File: config.mk
export PLATFORM = sky130hd
export DESIGN_NAME = operand_fetch
export DESIGN_NICKNAME = d
export VERILOG_FILES = /design/src/rtl/cpu_pkg.sv /design/src/rtl/reg_scoreboard.sv /design/src/rtl/operand_fetch.sv
export SDC_FILE = /design/constraint.sdc
export NUM_CORES = 1
export LEC_CHECK = 0
export ABC_CLOCK_PERIOD_IN_PS = 2850
export BUFFER_PORTS_ARGS = -buffer_cell sky130_fd_sc_hd__buf_2
export CAP_MARGIN = 20
export CORE_ASPECT_RATIO = 1.4
export CORE_MARGIN = 2
export CORE_UTILIZATION = 49
export CTS_BUF_LIST = sky130_fd_sc_hd__clkbuf_16
export DETAILED_ROUTE_END_ITERATION = 10
export GPL_ROUTABILITY_DRIVEN = 1
export PLACE_DENSITY = 0.8
export SLEW_MARGIN = 0
export SYNTH_ARGS = -nofsm -noshare
export SYNTH_HDL_FRONTEND = slang
export SYNTH_SLANG_ARGS = --single-unit
File: constraint.sdc
create_clock -name clk -period 2.85 [get_ports clk]
set_input_delay 0 -clock clk [delete_from_list [all_inputs] [get_ports clk]]
set_output_delay 0 -clock clk [all_outputs]
set_load 0.01 [all_outputs]
File: src/rtl/cpu_pkg.sv
// Shared widths and the operand-fetch state enumeration for the issue pipeline.
package cpu_pkg;
    localparam int BITS_DATA = 32;
    localparam int BITS_ADDR = 3;
    localparam int NUM_REGS  = 8;
    localparam int BITS_OP   = 4;

    typedef enum logic [1:0] {
        IDLE  = 2'd0,
        CHECK = 2'd1,
        ISSUE = 2'd2
    } fetch_state_e;
endpackage

File: src/rtl/reg_scoreboard.sv
// One pending-write bit per register; a set and a clear of the same bit in one
// cycle leaves the bit set.
module reg_scoreboard
    import cpu_pkg::*;
#(
    parameter int BITS_ADDR = cpu_pkg::BITS_ADDR,
    parameter int NUM_REGS  = 2 ** BITS_ADDR
) (
    input  logic                 clk,
    input  logic                 rst_n,
    input  logic                 set_en,
    input  logic [BITS_ADDR-1:0] set_addr,
    input  logic                 clr_en,
    input  logic [BITS_ADDR-1:0] clr_addr,
    output logic [NUM_REGS-1:0]  bits
);
    logic [NUM_REGS-1:0] bits_d, bits_q;

    always_comb begin
        bits_d = bits_q;
        if (clr_en) bits_d[clr_addr] = 1'b0;
        if (set_en) bits_d[set_addr] = 1'b1;
    end

    always_ff @(posedge clk or negedge rst_n) begin
        if (!rst_n) bits_q <= '0;
        else        bits_q <= bits_d;
    end

    assign bits = bits_q;
endmodule

File: src/rtl/operand_fetch.sv
// Holds one instruction, waits out register hazards tracked by the scoreboard,
// then presents its operands on a valid/ready output until taken.
module operand_fetch
    import cpu_pkg::*;
#(
    parameter int BITS_DATA = cpu_pkg::BITS_DATA,
    parameter int BITS_ADDR = cpu_pkg::BITS_ADDR
) (
    input  logic                          clk,
    input  logic                          rst_n,
    input  logic                          instr_valid,
    output logic                          instr_ready,
    input  logic [BITS_ADDR-1:0]          instr_rs1,
    input  logic [BITS_ADDR-1:0]          instr_rs2,
    input  logic [BITS_ADDR-1:0]          instr_rd,
    input  logic [BITS_OP-1:0]            instr_op,
    input  logic                          instr_wb,
    output logic [BITS_ADDR-1:0]          rf_raddr1,
    output logic [BITS_ADDR-1:0]          rf_raddr2,
    input  logic [BITS_DATA-1:0]          rf_rdata1,
    input  logic [BITS_DATA-1:0]          rf_rdata2,
    input  logic                          wb_valid,
    input  logic [BITS_ADDR-1:0]          wb_addr,
    output logic                          op_valid,
    input  logic                          op_ready,
    output logic [BITS_DATA-1:0]          op_a,
    output logic [BITS_DATA-1:0]          op_b,
    output logic [BITS_ADDR-1:0]          op_rd,
    output logic [BITS_OP-1:0]            op_op,
    output logic                          op_wb,
    output logic [15:0]                   stall_count,
    output fetch_state_e                  dbg_state,
    output logic [(2**BITS_ADDR)-1:0]     dbg_scoreboard
);
    localparam int NREGS = 2 ** BITS_ADDR;
    localparam logic [NREGS-1:0] ONE_HOT0 = NREGS'(1);

    fetch_state_e         state_d, state_q;
    logic                 alive_d, alive_q;
    logic [BITS_ADDR-1:0] rs1_d, rs1_q, rs2_d, rs2_q, rd_d, rd_q;
    logic [BITS_OP-1:0]   opc_d, opc_q;
    logic                 wb_d, wb_q;
    logic [BITS_DATA-1:0] op_a_d, op_a_q, op_b_d, op_b_q;
    logic [BITS_ADDR-1:0] op_rd_d, op_rd_q;
    logic [BITS_OP-1:0]   op_op_d, op_op_q;
    logic                 op_wb_d, op_wb_q;
    logic [15:0]          stall_d, stall_q;
    logic                 sb_set;
    logic [NREGS-1:0]     sb_bits, clr_mask, sb_eff;
    logic                 hazard;

    reg_scoreboard #(.BITS_ADDR(BITS_ADDR), .NUM_REGS(NREGS)) u_sb (
        .clk      (clk),
        .rst_n    (rst_n),
        .set_en   (sb_set),
        .set_addr (rd_q),
        .clr_en   (wb_valid),
        .clr_addr (wb_addr),
        .bits     (sb_bits)
    );

    // A writeback landing this cycle already resolves the hazard it clears.
    assign clr_mask = wb_valid ? (ONE_HOT0 << wb_addr) : '0;
    assign sb_eff   = sb_bits & ~clr_mask;
    assign hazard   = sb_eff[rs1_q] | sb_eff[rs2_q] | (wb_q & sb_eff[rd_q]);

    // alive_q keeps instr_ready low until the first edge after reset release.
    assign instr_ready = alive_q && (state_q == IDLE);

    always_comb begin
        state_d = state_q;
        alive_d = 1'b1;
        rs1_d   = rs1_q;
        rs2_d   = rs2_q;
        rd_d    = rd_q;
        opc_d   = opc_q;
        wb_d    = wb_q;
        op_a_d  = op_a_q;
        op_b_d  = op_b_q;
        op_rd_d = op_rd_q;
        op_op_d = op_op_q;
        op_wb_d = op_wb_q;
        stall_d = stall_q;
        sb_set  = 1'b0;
        case (state_q)
            IDLE: begin
                if (instr_ready && instr_valid) begin
                    rs1_d   = instr_rs1;
                    rs2_d   = instr_rs2;
                    rd_d    = instr_rd;
                    opc_d   = instr_op;
                    wb_d    = instr_wb;
                    state_d = CHECK;
                end
            end
            CHECK: begin
                if (hazard) begin
                    if (stall_q != 16'hFFFF) stall_d = stall_q + 16'd1;
                end else begin
                    op_a_d  = rf_rdata1;
                    op_b_d  = rf_rdata2;
                    op_rd_d = rd_q;
                    op_op_d = opc_q;
                    op_wb_d = wb_q;
                    sb_set  = wb_q;
                    state_d = ISSUE;
                end
            end
            ISSUE: begin
                if (op_ready) state_d = IDLE;
            end
            default: state_d = IDLE;
        endcase
    end

    always_ff @(posedge clk or negedge rst_n) begin
        if (!rst_n) begin
            state_q <= IDLE;
            alive_q <= 1'b0;
            rs1_q   <= '0;
            rs2_q   <= '0;
            rd_q    <= '0;
            opc_q   <= '0;
            wb_q    <= 1'b0;
            op_a_q  <= '0;
            op_b_q  <= '0;
            op_rd_q <= '0;
            op_op_q <= '0;
            op_wb_q <= 1'b0;
            stall_q <= '0;
        end else begin
            state_q <= state_d;
            alive_q <= alive_d;
            rs1_q   <= rs1_d;
            rs2_q   <= rs2_d;
            rd_q    <= rd_d;
            opc_q   <= opc_d;
            wb_q    <= wb_d;
            op_a_q  <= op_a_d;
            op_b_q  <= op_b_d;
            op_rd_q <= op_rd_d;
            op_op_q <= op_op_d;
            op_wb_q <= op_wb_d;
            stall_q <= stall_d;
        end
    end

    assign rf_raddr1      = rs1_q;
    assign rf_raddr2      = rs2_q;
    assign op_valid       = (state_q == ISSUE);
    assign op_a           = op_a_q;
    assign op_b           = op_b_q;
    assign op_rd          = op_rd_q;
    assign op_op          = op_op_q;
    assign op_wb          = op_wb_q;
    assign stall_count    = stall_q;
    assign dbg_state      = state_q;
    assign dbg_scoreboard = sb_bits;
endmodule
# Word-level counts from Yosys, hierarchy flattened
# Index checks and enable logic that the tools add are counted.
[classes]
addsub = 1
n_lt_le_gt_ge = 6
n_eq_ne = 6
n_shift = 1
mux = 19
n_bitwise = 9
reduce_logical = 9
[ops]
columns = ["operator", "count"]
rows = [
  ["8-bit 2-to-1 mux", 3],
  ["16-bit by 1-bit adder with 16-bit output, second input constant", 1],
  ["8-bit AND", 2],
  ["3-bit by 4-bit less-than comparator with 1-bit output, second input constant", 4],
  ["16-bit inequality test, second input constant", 1],
  ["8-bit NOT", 2],
  ["1-bit binary-select mux with 3-bit select", 3],
  ["8-bit OR", 1],
  ["1-bit by 3-bit << shifter with 8-bit output, first input constant", 1],
  ["1-bit 2-to-1 mux", 7],
  ["1-bit demux with 3-bit select", 2],
  ["3-bit by 1-bit greater-or-equal comparator with 1-bit output, second input constant", 2],
  ["2-bit 2-to-1 mux", 3],
  ["2-bit case mux with 3 select lines", 1],
  ["3-bit AND reduction", 2],
  ["1-bit logical AND", 4],
  ["2-bit by 1-bit inequality test with 1-bit output, second input constant", 2],
  ["2-bit AND reduction", 2],
  ["2-bit by 1-bit equality test with 1-bit output, second input constant", 1],
  ["2-bit equality test, second input constant", 1],
  ["2-bit zero test", 1],
  ["2-bit inequality test, second input constant", 1],
  ["1-bit OR", 2],
  ["1-bit AND", 1],
  ["1-bit NOT", 1],
]
[word_totals]
regBits = 113
inputBits = 86
out_inout_bits = 106
elab_cells = 65

# Depth between registers and ports, before layout
# Gate-level depths: netlist (run 1).
[logic_depth]
depth_word = 11
mapped_depth = 12
mapped_depth_nobuf = 7

# Modules after synthesis
# From an unflattened synthesis (run 1), not the netlist that was laid out.
[unflattened]
cells_unflattened = 363
hier_area_um2 = 5282.6
[by_module_without_submodules]
columns = ["module", "instances", "cells_each", "area_each_um2", "seq_area_each_um2"]
rows = [
  ["operand_fetch", 1, 333, 4901.0, 2627.5],
  ["reg_scoreboard", 1, 30, 381.6, 200.2],
]

# Worst setup path before layout (run 1)
# Ideal clock, no wire load.
[synth_path]
kind = "register to register"
start = "reg rd_q[2]"
end = "reg op_b_q[0], in the netlist op_b[0]"
setup_time_ns = 0.125
t_arrival_ns = 2.335
required_time_ns = 2.725
path_slack_ns = 0.390
stages_incl_launch_ff = 12
path_buffers = 5
synth_period_minus_slack_ns = 2.460
path_cell_list = "dfrtp_1 -> buf_1 -> or3_1 -> a311oi_1 -> o2111ai_1 -> o311a_1 -> buf_4 -> and2_1 -> buf_4 -> buf_12 -> buf_12 -> mux2_4"
[synth_between]
elab_chain_len = 6
[synth_lines]
columns = ["element", "line", "source"]
rows = [
  ["start: declaration", "operand_fetch.sv:40", "logic [BITS_ADDR-1:0] rs1_d, rs1_q, rs2_d, rs2_q, rd_d, rd_q;"],
  ["start signal: assignment", "operand_fetch.sv:136", "rd_q <= rd_d;"],
  ["1-bit binary-select mux with 3-bit select", "operand_fetch.sv:65", "assign hazard = sb_eff[rs1_q] | sb_eff[rs2_q] | (wb_q & sb_eff[rd_q]);"],
  ["1-bit 2-to-1 mux (implied by the code)", "operand_fetch.sv:65", ""],
  ["1-bit AND", "operand_fetch.sv:65", ""],
  ["1-bit OR", "operand_fetch.sv:65", ""],
  ["1-bit NOT (no source line)", "-", ""],
  ["2-bit AND reduction (no source line)", "-", ""],
  ["end signal: assignment", "operand_fetch.sv:140", "op_b_q <= op_b_d;"],
  ["end: declaration", "operand_fetch.sv:43", "logic [BITS_DATA-1:0] op_a_d, op_a_q, op_b_d, op_b_q;"],
]
# No other way between the ends. The select of a mux whose other input is x is not followed.
# A chain may end at the register's enable or synchronous reset.

# Worst setup path in the final report (run 1)
[layout_path]
start = "reg rd_q[2]"
end = "reg op_a_q[12], in the netlist op_a[12]"
[layout_between]
elab_chain_len = 6
[layout_lines]
columns = ["element", "line", "source"]
rows = [
  ["1-bit binary-select mux with 3-bit select", "operand_fetch.sv:65", ""],
  ["1-bit 2-to-1 mux (implied by the code)", "operand_fetch.sv:65", ""],
  ["1-bit AND", "operand_fetch.sv:65", ""],
  ["1-bit OR", "operand_fetch.sv:65", ""],
  ["1-bit NOT (no source line)", "-", ""],
  ["2-bit AND reduction (no source line)", "-", ""],
  ["end signal: assignment", "operand_fetch.sv:139", "op_a_q <= op_a_d;"],
  ["end: declaration", "operand_fetch.sv:43", ""],
]
# No other way between the ends. The select of a mux whose other input is x is not followed.

==> impl_metrics.csv, run 1 <==
group,metric,value,unit
outcome,status,"completed",
yosys,syn_nets,445,
setup_path,start_kind,"flop",
sta,finalSetupTns,0,ns
cts,cts_buffers,17,
sta,rsz0062_at_grt,"false",
placement,finalWeightedCongestion,0.8924,
route,ant_nets,0,
power_and_ir_drop,p_leak,3.500,nW
sta,max_clock_freq,396.8,MHz
floorplanning,start_util,49.84,%
sta,slew_viol_final,0,
setup_path,cp_slowest_cell,"dfrtp_1",
yosys,ys_warn_count,0,
setup_path,setup.worst_path.class,"flop to flop",
yosys,yosys.area.top_type,"dfrtp_1",
yosys,synth.area.top_cells,"dfrtp_1 58%, mux2_2 12%, mux2_4 9.2%",
yosys,yosysMostFrequentCell,"dfrtp_1",
sta,finalHoldViolCount,0,
sta,min_period,2.520,ns
job,drv_cap,0,
placement,port_buffers,191,
sta,hold_slack,0.07509,ns
route,vias_per_cell,5.198,
final_layout,layout-drive-gt1-share,47.84,%
placement,dp_hpwl,8.210,mm
route,drc,0,
global_route,globalRouteTotalUtil,25.71,%
cts,cts_buffer_depth,2,
sta,setup_viol,0,
route,drt_iter0_markers,123,
final_layout,final_util,74.63,%
final_layout,antennaDiodeCount,0,
yosys,yosys.area.top_type_share,57.62,%
setup_path,crit_fanout,26,
cts,ctsResizeCount,0,
cts,cts_root_buf,"clkbuf_16",
yosys,synthesis.area,4907,um^2
sta,skew,0.008711,ns
yosys,avgSynthCellArea,13.71,um^2
floorplanning,chipWidth,88.58,um
cts,cts_tree,"yes",
sta,setup_ws,0.3298,ns
setup_path,max_stage_delay,0.50,ns
cts,clkLatencyLatePin,0.40,ns
worst_hold_path,min_path_type,"input port to flop",
yosys,synth_edf_count,0,
global_route,antenna_found_initial,0,
yosys,synthArstFlopShare,100.0,%
cts,path_clk_slew,0.05,ns
setup_path,crit_chain,"nand2b_1 -> a21oi_1 -> a311oi_1 -> o2111ai_1 -> o311a_1 -> and2_4 -> buf_12 -> mux2_2",
sta,worstMarginPinSlew,0.7216,ns
yosys,synthDistinctLibCells,42,
route,wirelength,13.89,mm
route,vias,4070,
power_and_ir_drop,peakVddDrop,0.0006159,V
power_and_ir_drop,power.density,1187,nW/um^2
global_route,grt_max_degree,59,
setup_path,worstPathArrival,2.80,ns
floorplanning,die_h,122.4,um
floorplanning,coreArea,9846,um^2
yosys,ys_seq_area_share,57.62,%
global_route,grt_overflow,0,
floorplanning,dieArea,10840,um^2
setup_path,cp-end-kind,"flop",
route,wl_per_cell,17.74,um
global_route,grt_pass1_vias,4232,
yosys,synth_seq_cells,113,
cts,clock_sinks,113,
sta,relSlewSlack,51.89,%
yosys,yosys-top-cells-count,"113 x dfrtp_1, 53 x mux2_2, 30 x mux2_4",
yosys,netlist_instances,358,
floorplanning,rows,43,
final_layout,area_delta_synth_final,49.75,%
setup_path,required,3.13,ns
final_layout,fin_nets,724,
placement,pre_cts_ws,0.2904,ns
power_and_ir_drop,p_total,8.720,mW
sta,min_period_over_period,88.43,%
floorplanning,io_pins,192,
route,drt_first_pass_iters,4,
global_route,grt_first_pass_wirelength,20.87,mm
yosys,synth_ff_type,"dfrtp_1",
cts,cts_max_level,4,
metrics by stage:
stage	instance area, um^2	instances
floorplan	4907	358
global placement	5989	673
detailed placement	5989	673
CTS	7348	783
global route	7348	783
finish	7348	783
power by group:
part / switching, mW / internal (mW)
clock: 0.664 / 1.33
combinational: 1.76 / 1.91
sequential: 0.638 / 2.42
total: 3.06 / 5.66
routing by layer:
layer  track usage [%]  vias to the layer above  wire length, um
li1                  -                     1848                -
met1             26.55                     2013             4856
met2             45.91                      160             7715
met3             7.801                       49              732
met4             13.26                        0              589
met5                 0                        -                0
worst paths after layout:
path / startpoint / to / slack, ns / depth (start not counted)
worst max register to register: rd_q[2] / op_a[12] / 0.33 / 8
worst min register to register: stall_count[15] / stall_count[15] / 0.48 / 1
worst min-delay path: wb_addr[0] / u_sb.bits[7] / 0.08 / 4
max in group asynchronous: rst_n / rf_raddr2[0] / 1.89 / 3
min in group asynchronous: rst_n / rf_raddr1[0] / 0.20 / 2
worst max-delay path: rd_q[2] / op_a[12] / 0.33 / 8
logic make-up after synthesis:
family	count (synthesis)	share of synthesized area, %
AO/OA/AOI/OAI	31	4.615
XOR/XNOR	15	2.677
multiplexers	83	21.34
flip-flops	113	57.62
buffers and inverters	29	3.952
AND/OR/NAND/NOR	85	9.460
other	1	0.07642
adder cells (fa/ha/maj)	1	0.2549
cell type report:
type,instances,area [um^2]
sequential,113,2828
fill,611,2497
multi-input combinational,216,1888
timing repair buffer,282,1879
clock buffer,17,425.4
tap,135,168.9
clock inverter,13,132.6
inverter,7,26.28
placed cells by master, fill, tap and decap left out, types with 2 or more instances in the layout:
master,n
nor2_1,2
and3_1,5
nand2b_1,5
buf_2,190
o2111ai_1,6
dlygate4sd3_1,80
nand4b_1,3
xor2_1,15
nand2_1,24
a21oi_1,3
mux2_2,53
and4_1,2
dfrtp_1,113
clkbuf_16,17
o21ai_0,6
buf_12,3
o31ai_1,5
clkinv_2,4
nand3_1,12
mux2_4,30
inv_1,12
nor3_1,12
buf_4,9
nand4_1,7
bufinv_16,3
nor4_1,5
o41ai_1,3
critical path: cells and delay by family (launching register included):
kind                   cells  cell delay (ns)
buffers and inverters      1             0.24
AO/OA/AOI/OAI              4             0.74
AND/OR/NAND/NOR            2             0.53
multiplexers               1             0.37
flip-flops                 1             0.50
timing repair:
action / in CTS / in global routing
buffers inserted: 0 / 0
hold buffers: 80 / 0
hold endpoints to repair: 134 / 0
flip-flops by register name (all words and copies together), names as in the netlist, 2 cells and up:
register and flops:
rf_raddr1 3, rd_q 3, op_a 32, rf_raddr2 3
stall_count 16, u_sb.bits 8, op_b 32, dbg_state 2
op_op 4, opc_q 4, op_rd 3
Note: power is estimated with default switching activity, not from simulation.
==> run 2: changes to the inputs <==
- ABC_AREA: not set -> 1
- GPL_TIMING_DRIVEN: not set -> 0
==> impl_metrics.csv, run 2 <==
group,metric,value,unit
setup_path,rr_worst_depth,11,
sta,max_clock_freq,457.2,MHz
sta,worstMarginPinSlew,0.8039,ns
global_route,grt_overflow,0,
yosys,synth_seq_cells,113,
floorplanning,start_util,50.77,%
yosys,yosys.area_share.adder,0.2476,%
cts,cts_max_level,4,
floorplanning,coreArea,9953,um^2
power_and_ir_drop,p_sw,3.412,mW
global_route,grt_first_pass_wirelength,26.28,mm
yosys,synth_top_family_by_area,"simple AND/OR/NAND/NOR gates",
yosys,yosysMostFrequentCell,"nand2_1",
final_layout,layout-drive-gt1-share,28.21,%
floorplanning,dieArea,11150,um^2
setup_path,cp_slowest_cell,"dfrtp_1",
floorplanning,chipWidth,89.83,um
setup_path,worstPathArrival,2.47,ns
worst_hold_path,whs_endpoint,"u_sb.bits[4]",
setup_path,setup.worst_path.class,"flop to flop",
power_and_ir_drop,power.density,1073,nW/um^2
global_route,grt_max_degree,60,
setup_path,crit_fanout,10,
cts,cts_buffer_depth,2,
cts,cts_root_buf,"clkbuf_16",
yosys,yosys-top-cells-count,"316 x nand2_1, 113 x dfrtp_1, 25 x nand4_1",
sta,min_period,2.187,ns
placement,dp_cells,927,
yosys,syn_nets,687,
cts,cts_tree,"yes",
route,drt_first_pass_iters,7,
yosys,avgSynthCellArea,8.423,um^2
route,drt_iter0_markers,275,
setup_path,crit_path_frequent_cell,"nand2_1",
cts,post-cts-setup-buffers,0,
sta,rsz0062_at_grt,"false",
power_and_ir_drop,p_clk_share,22.8,%
yosys,synthDistinctLibCells,31,
sta,finalSetupTns,0,ns
outcome,status,"completed",
route,vias,5401,
setup_path,required,3.13,ns
yosys,yosys.area.top_type_share,55.95,%
sta,min_period_over_period,76.75,%
job,drv_cap,0,
final_layout,fillCellCount,644,
sta,finalHoldViolCount,0,
setup_path,r2r_setup_slack,0.66,ns
placement,finalWeightedCongestion,0.9546,
yosys,synth_mux_area_share,1.114,%
yosys,synthXorXnorAreaFrac,2.426,%
final_layout,seq_area,2828,um^2
power_and_ir_drop,p_total,8.085,mW
worst_hold_path,min_path_type,"input port to flop",
route,wl_per_cell,15.67,um
final_layout,layoutNonFillerInstCount,1040,
final_layout,fin_nets,978,
yosys,synth_edf_count,0,
yosys,netlist_instances,600,
cts,cts_buffers,17,
power_and_ir_drop,p_int,4.673,mW
sta,setup_viol,0,
power_and_ir_drop,pwr-share-seq,34.1,%
final_layout,final_common_cell,"nand2_1",
power_and_ir_drop,switching_share,42.20,%
yosys,yosys.area.top_type,"dfrtp_1",
final_layout,area_delta_synth_final,49.12,%
sta,slew_viol_final,0,
sta,setup_ws,0.6626,ns
global_route,globalRouteTotalUtil,29.91,%
yosys,synthesis.area,5054,um^2
setup_path,max_stage_delay,0.44,ns
global_route,antenna_found_initial,1,
setup_path,cp-end-kind,"flop",
floorplanning,io_pins,192,
floorplanning,rows,43,
route,ant_nets,0,
power_and_ir_drop,peakVddDrop,0.0007216,V
yosys,yosys.area_share.simple,33.94,%
worst_hold_path,hp-start,"wb_addr[0]",
global_route,grt_pass1_vias,5473,
floorplanning,die_h,124.2,um
yosys,synth_compound_area_share,1.238,%
route,drc,0,
setup_path,start_kind,"flop",
final_layout,final_cell_mix,"316 x nand2_1, 191 x buf_2, 113 x dfrtp_1",
cts,path_clk_slew,0.06,ns
sta,relSlewSlack,46.21,%
placement,dp_hpwl,9.915,mm
yosys,ys_warn_count,0,
setup_path,crit_chain,"inv_1 -> nor3_1 -> nand2_1 -> nand2_1 -> nand3b_2 -> nand2_2 -> nor2_8 -> nand2_4 -> buf_6 -> nand2_1 -> nand2_1",
setup_path,r2r_end,"op_b[7]",
power_and_ir_drop,p_leak,4.224,nW
route,vias_per_cell,5.193,
sta,skew,0.008353,ns
yosys,synthArstFlopShare,100.0,%
placement,port_buffers,191,
power_and_ir_drop,combPwrFrac,43.1,%
final_layout,multiInputGateArea,1973,um^2
yosys,synth_ff_type,"dfrtp_1",
yosys,synth.area.top_cells,"dfrtp_1 56%, nand2_1 23%, nand4_1 3.1%",
yosys,ys_seq_area_share,55.95,%
worst_hold_path,hold_depth,5,
cts,clock_sinks,113,
placement,pre_cts_ws,0.7035,ns
cts,clkLatencyLatePin,0.40,ns
setup_path,r2r-start,"rd_q[1]",
route,wirelength,16.29,mm
-- run 2: cell count changes after synthesis, sizes merged, moves of 7 or more --
cell	change
xnor2	+8
xor2	-9
nand2	+294
a21oi	+7
inv	+17
mux2	-78
nand4	+18
nand3	+14
nor2	+25
-- run 2: final cells by class --
type                            count  share of cell area [%]
Sequential cell                   113                   37.52
Multi-Input combinational cell    441                   26.18
Timing Repair Buffer              272                   23.71
Clock buffer                       17                   5.645
Tap cell                          135                   2.241
Buffer                             22                   2.158
Clock inverter                     15                   1.312
Inverter                           24                   1.195
Antenna cell                        1                 0.03321
-- run 2: repair_timing --
action	in CTS	in global routing
endpoints found under the setup margin	0	0
endpoints found under the hold margin	137	0
gates resized for setup	0	0
hold buffers	80	0
-- run 2: cells by family after synthesis --
| group | Yosys count |
|---|---|
| AOI/OAI and AO/OA | 12 |
| xor gates and xnor gates | 14 |
| adders and majority gates | 1 |
| buffers and inverters | 46 |
| DFF | 113 |
| muxes | 5 |
| other | 1 |
| and+or+nand+nor | 408 |
-- run 2: power groups by stage --
| stage | Clock (mW) | Combinational, mW | Sequential, mW |
|---|---|---|---|
| 3_3_place_gp | 0 | 3.17 | 2.70 |
| 6_report | 1.84 | 3.48 | 2.76 |
| 5_1_grt | 1.95 | 3.82 | 2.83 |
| 3_5_place_dp | 0 | 3.28 | 2.73 |
| 2_1_floorplan | 0 | 1.78 | 2.97 |
| 4_1_cts | 1.87 | 3.38 | 2.71 |
-- run 2: worst max-delay path by stage --
stage	cells past startpoint	slack, ns	startpoint	to
finish	11	0.66	rd_q[1]	op_b[7]
detailed placement	10	0.70	stall_count[0]	stall_count[7]
floorplan	10	1.01	stall_count[0]	stall_count[12]
CTS	10	0.69	stall_count[0]	stall_count[7]
global placement	1	0.55	rst_n	op_b[22]
global route	11	0.47	rd_q[1]	op_b[2]
-- run 2: metal layers --
metal  track usage [%]  share of wire [%]
met3             9.256                7.1
met1             31.84                 36
met4             14.23                3.5
met2             54.59                 53
met5                 0                  0
-- run 2: worst max-delay path: cells and delay by family (launching register included) --
family / cells / cell delay [ns]
and+or+nand+nor: 9 / 1.24
DFF: 1 / 0.44
buffers and inverters: 2 / 0.39
-- run 2: per-stage QoR --
step / hold slack (ns) / area [um^2] / util, %
floorplan: -0.2956 / 5054 / -
global placement: 0.1819 / 6178 / 62.07
detailed placement: 0.1189 / 6208 / 62.38
CTS: 0.02436 / 7533 / 75.69
global route: 0.05038 / 7536 / 75.71
finish: 0.04710 / 7536 / 75.71
